<file path="src/rtl/uart_pkg.sv">
// Shared UART definitions: receiver FSM states, default baud divisor, parity helper.
package uart_pkg;

    typedef enum logic [2:0] {
        ST_IDLE   = 3'd0,
        ST_START  = 3'd1,
        ST_DATA   = 3'd2,
        ST_PARITY = 3'd3,
        ST_STOP   = 3'd4,
        ST_BREAK  = 3'd5
    } rx_state_e;

    localparam int DEFAULT_CLKS_PER_BIT = 868;

    // XOR of all bits; callers zero-extend narrower words to 9 bits.
    function automatic logic ones_parity(input logic [8:0] word);
        return ^word;
    endfunction

endpackage

</file>
<file path="src/rtl/uart_rx_fifo_sync_fifo.sv">
// Show-ahead synchronous FIFO (power-of-two DEPTH); a push into a full FIFO
// is accepted only when a pop happens in the same cycle.
module sync_fifo #(
    parameter int WIDTH = 8,
    parameter int DEPTH = 4
) (
    input  logic                     clk,
    input  logic                     rst,
    input  logic                     push_i,
    input  logic [WIDTH-1:0]         data_i,
    input  logic                     pop_i,
    output logic [WIDTH-1:0]         data_o,
    output logic                     full_o,
    output logic                     empty_o,
    output logic [$clog2(DEPTH):0]   level_o
);

    localparam int PTR_W = $clog2(DEPTH);
    localparam int LVL_W = PTR_W + 1;
    localparam logic [PTR_W-1:0] PTR_ONE  = PTR_W'(1);
    localparam logic [LVL_W-1:0] LVL_ONE  = LVL_W'(1);
    localparam logic [LVL_W-1:0] LVL_ZERO = LVL_W'(0);
    localparam logic [LVL_W-1:0] LVL_FULL = LVL_W'(DEPTH);

    logic [DEPTH-1:0][WIDTH-1:0] mem_q;
    logic [PTR_W-1:0]            wr_q, wr_d, rd_q, rd_d;
    logic [LVL_W-1:0]            level_q, level_d;
    logic                        do_push_s, do_pop_s;

    assign empty_o   = (level_q == LVL_ZERO);
    assign full_o    = (level_q == LVL_FULL);
    assign level_o   = level_q;
    assign do_pop_s  = pop_i && !empty_o;
    assign do_push_s = push_i && (!full_o || do_pop_s);
    assign data_o    = empty_o ? {WIDTH{1'b0}} : mem_q[rd_q];

    // Next-state pointers and occupancy.
    always_comb begin
        wr_d    = wr_q;
        rd_d    = rd_q;
        level_d = level_q;
        if (do_push_s) begin
            wr_d = wr_q + PTR_ONE;
        end else begin
            wr_d = wr_q;
        end
        if (do_pop_s) begin
            rd_d = rd_q + PTR_ONE;
        end else begin
            rd_d = rd_q;
        end
        if (do_push_s && !do_pop_s) begin
            level_d = level_q + LVL_ONE;
        end else if (do_pop_s && !do_push_s) begin
            level_d = level_q - LVL_ONE;
        end else begin
            level_d = level_q;
        end
    end

    // Storage and pointer registers.
    always_ff @(posedge clk) begin
        if (!rst) begin
            mem_q   <= '0;
            wr_q    <= '0;
            rd_q    <= '0;
            level_q <= LVL_ZERO;
        end else begin
            wr_q    <= wr_d;
            rd_q    <= rd_d;
            level_q <= level_d;
            if (do_push_s) begin
                mem_q[wr_q] <= data_i;
            end
        end
    end

endmodule

</file>
<file path="src/rtl/uart_rx_fifo.sv">
// Parametrised UART receiver with input synchroniser, glitch rejection, framing
// and overrun detection, buffered by a show-ahead FIFO. Optional parity: UART_RX_PARITY_EN.
module uart_rx_fifo
    import uart_pkg::*;
#(
    parameter int CLKS_PER_BIT = DEFAULT_CLKS_PER_BIT,
    parameter int DATA_BITS    = 8,
    parameter int FIFO_DEPTH   = 4,
    parameter int SYNC_STAGES  = 2
`ifdef UART_RX_PARITY_EN
    ,
    parameter bit PARITY_ODD   = 1'b0
`endif
) (
    input  logic                          clk,
    input  logic                          rst,
    input  logic                          rx,
    output logic [DATA_BITS-1:0]          data_out,
    output logic                          valid,
    input  logic                          ready,
    output logic                          frame_err,
    output logic                          overrun,
    output logic [$clog2(FIFO_DEPTH):0]   fifo_level
`ifdef UART_RX_PARITY_EN
    ,
    output logic                          parity_err
`endif
);

    localparam int TMR_W = $clog2(CLKS_PER_BIT);
    localparam int IDX_W = $clog2(DATA_BITS);
    localparam logic [TMR_W-1:0] TMR_ONE  = TMR_W'(1);
    localparam logic [TMR_W-1:0] TICK_T   = TMR_W'(CLKS_PER_BIT - 1);
    localparam logic [TMR_W-1:0] HALF_T   = TMR_W'(CLKS_PER_BIT / 2 - 1);
    localparam logic [IDX_W-1:0] IDX_ONE  = IDX_W'(1);
    localparam logic [IDX_W-1:0] LAST_IDX = IDX_W'(DATA_BITS - 1);

    logic [SYNC_STAGES-1:0] sync_q;
    logic                   rs_s;
    rx_state_e              state_q;
    logic [TMR_W-1:0]       timer_q;
    logic [IDX_W-1:0]       index_q;
    logic [DATA_BITS-1:0]   shreg_q;
    logic                   frame_err_q, overrun_q;
    logic                   tick_s, push_s, pop_s, parity_bad_s;
    logic                   fifo_full_s, fifo_empty_s;

    assign rs_s   = sync_q[SYNC_STAGES-1];
    assign tick_s = (timer_q == TICK_T);

`ifdef UART_RX_PARITY_EN
    logic par_bit_q, parity_err_q;
    assign parity_bad_s = ones_parity(9'(shreg_q)) ^ par_bit_q ^ PARITY_ODD;
    assign parity_err   = parity_err_q;
`else
    assign parity_bad_s = 1'b0;
`endif

    // A word is offered to the FIFO only in a clean stop-sample cycle.
    assign push_s    = (state_q == ST_STOP) && tick_s && rs_s && !parity_bad_s;
    assign pop_s     = valid && ready;
    assign valid     = !fifo_empty_s;
    assign frame_err = frame_err_q;
    assign overrun   = overrun_q;

    // Metastability synchroniser; idles high so reset cannot fake a start bit.
    always_ff @(posedge clk) begin
        if (!rst) begin
            sync_q <= '1;
        end else begin
            sync_q <= {sync_q[SYNC_STAGES-2:0], rx};
        end
    end

    // Receive FSM with bit timer, bit index, shift register and status pulses.
    always_ff @(posedge clk) begin
        if (!rst) begin
            state_q     <= ST_IDLE;
            timer_q     <= '0;
            index_q     <= '0;
            shreg_q     <= '0;
            frame_err_q <= 1'b0;
            overrun_q   <= 1'b0;
`ifdef UART_RX_PARITY_EN
            par_bit_q    <= 1'b0;
            parity_err_q <= 1'b0;
`endif
        end else begin
            frame_err_q <= 1'b0;
            overrun_q   <= push_s && fifo_full_s && !pop_s;
`ifdef UART_RX_PARITY_EN
            parity_err_q <= 1'b0;
`endif
            case (state_q)
                ST_IDLE: begin
                    timer_q <= '0;
                    if (!rs_s) begin
                        state_q <= ST_START;
                    end
                end
                ST_START: begin
                    if (timer_q == HALF_T) begin
                        timer_q <= '0;
                        index_q <= '0;
                        state_q <= rs_s ? ST_IDLE : ST_DATA;
                    end else begin
                        timer_q <= timer_q + TMR_ONE;
                    end
                end
                ST_DATA: begin
                    if (tick_s) begin
                        timer_q          <= '0;
                        shreg_q[index_q] <= rs_s;
                        if (index_q == LAST_IDX) begin
`ifdef UART_RX_PARITY_EN
                            state_q <= ST_PARITY;
`else
                            state_q <= ST_STOP;
`endif
                        end else begin
                            index_q <= index_q + IDX_ONE;
                        end
                    end else begin
                        timer_q <= timer_q + TMR_ONE;
                    end
                end
`ifdef UART_RX_PARITY_EN
                ST_PARITY: begin
                    if (tick_s) begin
                        timer_q   <= '0;
                        par_bit_q <= rs_s;
                        state_q   <= ST_STOP;
                    end else begin
                        timer_q <= timer_q + TMR_ONE;
                    end
                end
`endif
                ST_STOP: begin
                    if (tick_s) begin
                        timer_q <= '0;
                        if (!rs_s) begin
                            frame_err_q <= 1'b1;
                            state_q     <= ST_BREAK;
                        end else begin
`ifdef UART_RX_PARITY_EN
                            parity_err_q <= parity_bad_s;
`endif
                            state_q <= ST_IDLE;
                        end
                    end else begin
                        timer_q <= timer_q + TMR_ONE;
                    end
                end
                // Hold off until the line returns high so a stuck-low line yields one error.
                ST_BREAK: begin
                    timer_q <= '0;
                    if (rs_s) begin
                        state_q <= ST_IDLE;
                    end
                end
                default: begin
                    state_q <= ST_IDLE;
                    timer_q <= '0;
                end
            endcase
        end
    end

    sync_fifo #(
        .WIDTH (DATA_BITS),
        .DEPTH (FIFO_DEPTH)
    ) u_fifo (
        .clk     (clk),
        .rst     (rst),
        .push_i  (push_s),
        .data_i  (shreg_q),
        .pop_i   (pop_s),
        .data_o  (data_out),
        .full_o  (fifo_full_s),
        .empty_o (fifo_empty_s),
        .level_o (fifo_level)
    );

endmodule
</file>
<file path="config.mk">
export PLATFORM = sky130hd
export DESIGN_NAME = uart_rx_fifo
export DESIGN_NICKNAME = d
export VERILOG_FILES = /design/src/rtl/uart_pkg.sv /design/src/rtl/uart_rx_fifo_sync_fifo.sv /design/src/rtl/uart_rx_fifo.sv
export SDC_FILE = /design/constraint.sdc
export NUM_CORES = 1
export LEC_CHECK = 0
export ABC_AREA = 0
export BUFFER_PORTS_ARGS = -buffer_cell sky130_fd_sc_hd__buf_2
export CAP_MARGIN = 20
export CORE_ASPECT_RATIO = 1.2
export CORE_UTILIZATION = 57
export DETAILED_ROUTE_END_ITERATION = 8
export PLACE_DENSITY_LB_ADDON = 0.3
export SKIP_LAST_GASP = 1
export SLEW_MARGIN = 5
export SYNTH_ARGS = -nofsm -noshare
export SYNTH_HDL_FRONTEND = slang
export SYNTH_SLANG_ARGS = --single-unit
</file>
<file path="constraint.sdc">
create_clock -name clk -period 3.3 [get_ports clk]
set_input_delay 0.66 -clock clk [delete_from_list [all_inputs] [get_ports clk]]
set_output_delay 0.66 -clock clk [all_outputs]
set_load 0.02 [all_outputs]
</file>
After elaboration in Yosys (flattened, before gate mapping)
Index checks and enable logic that the tools add are counted.
{ "classes": {"n_addsub": 6, "n_mul": 0, "div": 0, "magnitude_cmp": 5, "n_eq_ne": 15, "shift": 0, "n_mux": 28, "bitwise_logic": 0, "reduce_logical": 26} }
{ "ops": {"columns": ["op", "count"], "rows": [
  ["$mux 3", 12],
  ["$bwmux 32", 1],
  ["$mux 8", 3],
  ["$mux 10", 2],
  ["$pmux 10 s2", 1],
  ["$bmux 8 s2", 1],
  ["$demux 8 s2", 1],
  ["$pmux 3 s5", 1],
  ["$ne 2x2->1 const B", 7],
  ["$eq 3x3->1 const B", 4],
  ["$logic_and 1x1->1", 11],
  ["$add 10x1->10 const B", 1],
  ["$eq 10x10->1 const B", 1],
  ["$eq 10x9->1 const B", 1],
  ["$bwmux 8", 1],
  ["$add 3x1->3 const B", 2],
  ["$logic_not 3->1", 2],
  ["$lt 2x3->1 const B", 2],
  ["$pmux 3 s2", 1],
  ["$reduce_and 6->1", 1],
  ["$logic_not 1->1", 5],
  ["$add 2x1->2 const B", 2],
  ["$lt 3x4->1 const B", 1],
  ["$reduce_and 4->1", 1],
  ["other kinds (13)", 15]
]} }
{ "word_totals": {"reg_bits": 67, "latch_bits": 0, "ram_bits": 0, "romBits": 0, "in_bits": 4, "out_inout_bits": 14, "n_memories": 0} }

Longest topological paths before layout
{ "depth": {"depth_word": 10, "mapped_depth": 10, "ltp_nobuf": 10} }

Hierarchy
Synthesis repeated with hierarchy kept, for this count alone.
{ "unflattened": {"hier_cells": 327, "hier_area_um2": 3245.6} }
{ "modules_own_cells": {"columns": ["mod", "n_inst", "cells_each", "area_per_inst_um2"], "rows": [
  ["sync_fifo", 1, 177, 1830.5],
  ["uart_rx_fifo", 1, 150, 1415.1]
]} }

Least setup slack after synthesis
Ideal clock, no wire load.
{ "synth_timing": {"path_type": "reg2reg", "from": "register timer_q[0]", "to": "register u_fifo.level_q[2] (netlist: u_fifo.level_o[2])", "arrival_ns": 2.355, "setup_slack_ns": 0.869, "path_stages_with_launch": 11, "n_path_buf": 0, "period_less_slack_ns": 2.431, "path_cell_list": "dfxtp_1 ha_1 and4bb_4 nand2_1 nor3_2 ha_1 inv_1 fa_1 xor2_1 or3_1 a21boi_0"} }
{ "synth_between": {"elab_chain_len": 7, "word_cells_on_any_way": 9, "classes_between": "1 x eq/ne; 1 x mux; 7 x reduce/logical"} }
{ "synth_rtl": {"columns": ["element", "line", "text"], "rows": [
  ["from (decl)", "uart_rx_fifo.sv:41", "logic [TMR_W-1:0] timer_q;"],
  ["from (signal assigned)", "uart_rx_fifo.sv:107", "timer_q <= timer_q + TMR_ONE;"],
  ["from (signal assigned)", "uart_rx_fifo.sv:124", "timer_q <= timer_q + TMR_ONE;"],
  ["from (signal assigned)", "uart_rx_fifo.sv:151", "timer_q <= timer_q + TMR_ONE;"],
  ["$eq 10x10->1 (*)", "uart_rx_fifo.sv:49", "assign tick_s = (timer_q == TICK_T);"],
  ["$logic_and 1x1->1 (*) (2 in series)", "uart_rx_fifo.sv:60", "assign push_s = (state_q == ST_STOP) && tick_s && rs_s && !parity_bad_s;"],
  ["$logic_and 1x1->1 (*)", "uart_rx_fifo_sync_fifo.sv:34", "assign do_push_s = push_i && (!full_o || do_pop_s);"],
  ["named net u_fifo.do_push_s", "uart_rx_fifo_sync_fifo.sv:28", "logic do_push_s, do_pop_s;"],
  ["$logic_not 1->1", "uart_rx_fifo_sync_fifo.sv:54", "end else if (do_pop_s && !do_push_s) begin"],
  ["$logic_and 1x1->1", "uart_rx_fifo_sync_fifo.sv:54", null],
  ["$reduce_bool 2->1 (no source line)", null, null],
  ["to (signal assigned)", "uart_rx_fifo_sync_fifo.sv:71", "level_q <= level_d;"],
  ["to (decl)", "uart_rx_fifo_sync_fifo.sv:27", "logic [LVL_W-1:0] level_q, level_d;"]
]} }
Mark *: on every way through the listed nets, which the timed path passes. The rest lies on a longest branch.
A chain may end at the register's enable or synchronous reset.

Final worst setup path
Ends and elaborated chain as after synthesis.

==> flow_results.xml <==
<?xml version="1.0" encoding="UTF-8"?>
<metrics>
  <group name="route">
    <metric name="antenna_violating_nets_post_route" unit="">0</metric>
    <metric name="wl_per_cell" unit="um">15.03</metric>
    <metric name="detail_route.iter0.violations" unit="">114</metric>
    <metric name="dr_total_vias" unit="">2199</metric>
    <metric name="drt-total-wl" unit="mm">5.920</metric>
    <metric name="avgViaCountPerCell" unit="">5.581</metric>
    <metric name="remaining_design_rule_violation_count" unit="">0</metric>
    <metric name="drt_pass1_iterations" unit="">4</metric>
  </group>
  <group name="worst_hold_path">
    <metric name="whs_endpoint" unit="">sync_q[1]</metric>
    <metric name="worstHoldPathCells" unit="">1</metric>
    <metric name="worstHoldPathType" unit="">register to register</metric>
    <metric name="min_from" unit="">sync_q[0]</metric>
  </group>
  <group name="cts">
    <metric name="cts_buffer_depth" unit="">2</metric>
    <metric name="clock_sinks" unit="">67</metric>
    <metric name="clk_latency" unit="ns">0.35</metric>
    <metric name="cts_tree" unit="">done</metric>
    <metric name="num_cts_buffers" unit="">9</metric>
    <metric name="cts_root_buffer" unit="">sky130_fd_sc_hd__clkbuf_8</metric>
    <metric name="post-cts-setup-buffer-count" unit="">0</metric>
    <metric name="cts_resized" unit="">0</metric>
    <metric name="cts.clk_slew.worst_paths" unit="ns">0.07</metric>
    <metric name="cts_hold_repair.buffers" unit="">0</metric>
    <metric name="cts_max_level" unit="">3</metric>
  </group>
  <group name="power">
    <metric name="peakVddDrop" unit="uV">400.1</metric>
    <metric name="static-leakage-power" unit="nW">1.572</metric>
    <metric name="power_per_cell_area" unit="nW/um^2">560.7</metric>
  </group>
  <group name="placement">
    <metric name="port_buffers" unit="">17</metric>
    <metric name="hpwlAfterDp" unit="mm">3.927</metric>
    <metric name="place.gp.congestion" unit="">0.8288</metric>
    <metric name="dpl.cell_count" unit="">378</metric>
  </group>
  <group name="grt">
    <metric name="via_count_of_the_first_global_routing_pass" unit="">2175</metric>
    <metric name="gr_overflow_total" unit="">0</metric>
    <metric name="antenna_found_initial" unit="">0</metric>
    <metric name="grtUsageTotal" unit="%">21.83</metric>
    <metric name="grt_max_degree" unit="">35</metric>
    <metric name="grt_first_pass_wirelength" unit="mm">10.25</metric>
  </group>
  <group name="worst_setup_path">
    <metric name="critical-path-top-cell-by-count" unit="">sky130_fd_sc_hd__ha_1</metric>
    <metric name="cp.arrival" unit="ns">2.94</metric>
    <metric name="timing.rr.end" unit="">u_fifo.level_o[2]</metric>
    <metric name="critical-path-slowest-cell" unit="">sky130_fd_sc_hd__dfxtp_1</metric>
    <metric name="criticalPathCategory" unit="">register to register</metric>
    <metric name="r2r_cell_count" unit="">10</metric>
    <metric name="startpoint_type" unit="">register</metric>
    <metric name="worstPathCellList" unit="">ha_1 &gt; and4bb_4 &gt; nand2_1 &gt; nor3_2 &gt; ha_1 &gt; inv_1 &gt; fa_1 &gt; xor2_1 &gt; or3_1 &gt; a21boi_0</metric>
    <metric name="critical_path.reg2reg.startpoint" unit="">timer_q[0]</metric>
    <metric name="slowest_delay" unit="ns">0.40</metric>
    <metric name="cp.required" unit="ns">3.57</metric>
    <metric name="cp-end-kind" unit="">register</metric>
    <metric name="ff2ff_setup_slack" unit="ns">0.63</metric>
    <metric name="cp_max_fo" unit="">5</metric>
  </group>
  <group name="cells_and_area">
    <metric name="area.sequential" unit="um^2">1341</metric>
    <metric name="n_antenna_cell" unit="">0</metric>
    <metric name="layoutNonFillerInstCount" unit="">394</metric>
    <metric name="multiInputGateArea" unit="um^2">1871</metric>
    <metric name="post_route_cells_drive_above_1_share" unit="%">18.18</metric>
    <metric name="postLayoutCoreUtil" unit="%">64.69</metric>
    <metric name="fill_cells" unit="">454</metric>
    <metric name="post_synthesis_to_final_layout_area_growth" unit="%">9.477</metric>
    <metric name="layout.nets" unit="">339</metric>
  </group>
  <group name="timing">
    <metric name="max-slew-margin-rel" unit="%">47.08</metric>
    <metric name="fin_skew" unit="ns">0.009080</metric>
    <metric name="setup_tns" unit="ns">0</metric>
    <metric name="unrepaired_setup_endpoints_after_global_routing" unit="">no</metric>
    <metric name="hold_violations" unit="">0</metric>
    <metric name="hold-worst-slack" unit="ns">0.4085</metric>
    <metric name="fmax" unit="MHz">374.8</metric>
    <metric name="period_share" unit="%">80.84</metric>
    <metric name="layout_min_cycle_time" unit="ns">2.668</metric>
    <metric name="slew_violations" unit="">0</metric>
    <metric name="setup_violations" unit="">0</metric>
    <metric name="worstMarginPinSlew" unit="ns">0.7922</metric>
  </group>
  <group name="synth">
    <metric name="synth_enable_flop_cells" unit="">0</metric>
    <metric name="synth.net_count" unit="">326</metric>
    <metric name="synthCells" unit="">312</metric>
    <metric name="post_synth_instance_area" unit="um^2">3327</metric>
    <metric name="synth_seq_cells" unit="">67</metric>
    <metric name="yosysWarningCount" unit="">0</metric>
    <metric name="ys_dominant_reg_cell" unit="">sky130_fd_sc_hd__dfxtp_1</metric>
    <metric name="syn_area_per_cell" unit="um^2">10.66</metric>
    <metric name="postSynth.asyncResetShare" unit="%">0</metric>
    <metric name="yosys.cell_types.count" unit="">49</metric>
    <metric name="synth.yosys.seq_area_share" unit="%">40.32</metric>
  </group>
  <group name="die">
    <metric name="boundaryPins" unit="">18</metric>
    <metric name="total_die_area" unit="um^2">6147</metric>
    <metric name="floorplan.initialDensity" unit="%">59.09</metric>
    <metric name="fp-row-count" unit="">30</metric>
    <metric name="coreArea" unit="um^2">5630</metric>
    <metric name="die_height" unit="um">85.69</metric>
    <metric name="die_w" unit="um">71.74</metric>
  </group>
  <group name="job">
    <metric name="max_cap_viol_count" unit="">0</metric>
  </group>
  <group name="run_status">
    <metric name="status" unit="">complete, no violations</metric>
  </group>
</metrics>
## area by class of cell
class / count / share of cell area (%)
Sequential cell: 67 / 36.83
Tap cell: 64 / 2.199
Inverter: 6 / 0.6183
Clock inverter: 5 / 2.302
Multi-Input combinational cell: 223 / 51.36
Clock buffer: 11 / 4.157
Timing Repair Buffer: 18 / 2.542
## where the power goes
part           internal (mW)  switching (mW)
clock network          0.469           0.325
registers              0.843          0.0800
logic                  0.147           0.178
total                   1.46           0.584
## cell usage after synthesis (all sizes together), types with 5 or more instances
library cell | number | area, um^2
mux4 | 8 | 180.2
buf | 8 | 62.56
nand3b | 5 | 50.05
nand2 | 19 | 71.32
clkbuf | 8 | 30.03
nand3 | 11 | 105.1
mux2i | 43 | 430.4
and3 | 6 | 47.54
ha | 9 | 112.6
and2 | 15 | 93.84
nor2b | 38 | 237.7
inv | 6 | 22.52
nor2 | 13 | 48.80
xnor2 | 9 | 78.83
dfxtp | 67 | 1341
## stage by stage
stage               power, mW  cell area, um^2  setup WS [ns]
CTS                     2.061             3642         0.5986
global route            2.137             3642         0.4140
floorplan               1.183             3327         0.8693
finish                  2.042             3642         0.6321
global placement        1.260             3407         0.7502
detailed placement      1.269             3407         0.6374
## cells by family after synthesis
logic type / after synthesis / share of synthesized area (%)
fa+ha+maj: 10 / 3.987
mux: 51 / 18.35
flops: 67 / 40.32
buf+inv: 22 / 3.460
simple gates: 128 / 25.91
compound gates: 21 / 4.551
xor+xnor: 13 / 3.422
## layout by cell type (no fill, tap or decap), types with 6 or more instances in the layout
cell	count
sky130_fd_sc_hd__mux2i_1	43
sky130_fd_sc_hd__nor2_1	13
sky130_fd_sc_hd__buf_2	17
sky130_fd_sc_hd__ha_1	9
sky130_fd_sc_hd__and2_1	15
sky130_fd_sc_hd__nor2b_1	38
sky130_fd_sc_hd__dfxtp_1	67
sky130_fd_sc_hd__nand3_1	7
sky130_fd_sc_hd__nand2_1	19
sky130_fd_sc_hd__xnor2_1	9
sky130_fd_sc_hd__clkbuf_8	11
sky130_fd_sc_hd__mux4_2	8
sky130_fd_sc_hd__inv_1	6
## routing by layer
layer	up-vias	routed length (um)	track usage, %
met1	1049	2735	26.97
met2	30	2922	36.36
li1	1112	-	-
met5	-	0	0
met3	8	158	5.053
met4	0	104	9.447
## flip-flops by register name, indices dropped and copies added (netlist names)
register / flops
frame_err: 1
index_q: 3
overrun: 1
shreg_q: 8
state_q: 3
sync_q: 2
timer_q: 10
u_fifo.level_o: 3
u_fifo.mem_q: 32
u_fifo.rd_q: 2
u_fifo.wr_q: 2
## how the worst max path moves through the flow
| stage | startpoint | to | slack, ns | depth (start not counted) |
|---|---|---|---|---|
| 2_1_floorplan | timer_q[0] | u_fifo.level_o[2] | 0.87 | 10 |
| 3_3_place_gp | timer_q[0] | u_fifo.level_o[2] | 0.75 | 10 |
| 3_5_place_dp | timer_q[0] | u_fifo.level_o[2] | 0.64 | 10 |
| 4_1_cts | u_fifo.rd_q[0] | data_out[5] | 0.60 | 3 |
| 5_1_grt | timer_q[0] | u_fifo.level_o[2] | 0.41 | 10 |
| 6_report | timer_q[0] | u_fifo.level_o[2] | 0.63 | 10 |
## worst max-delay path: cells and delay by family, from the launching register on
family / cells / cell delay, ns
compound gates: 1 / 0.16
xor+xnor: 1 / 0.16
fa+ha+maj: 3 / 0.85
buf+inv: 1 / 0.06
flops: 1 / 0.40
simple gates: 4 / 0.96
No activity file was read; power rests on OpenSTA's default activity.
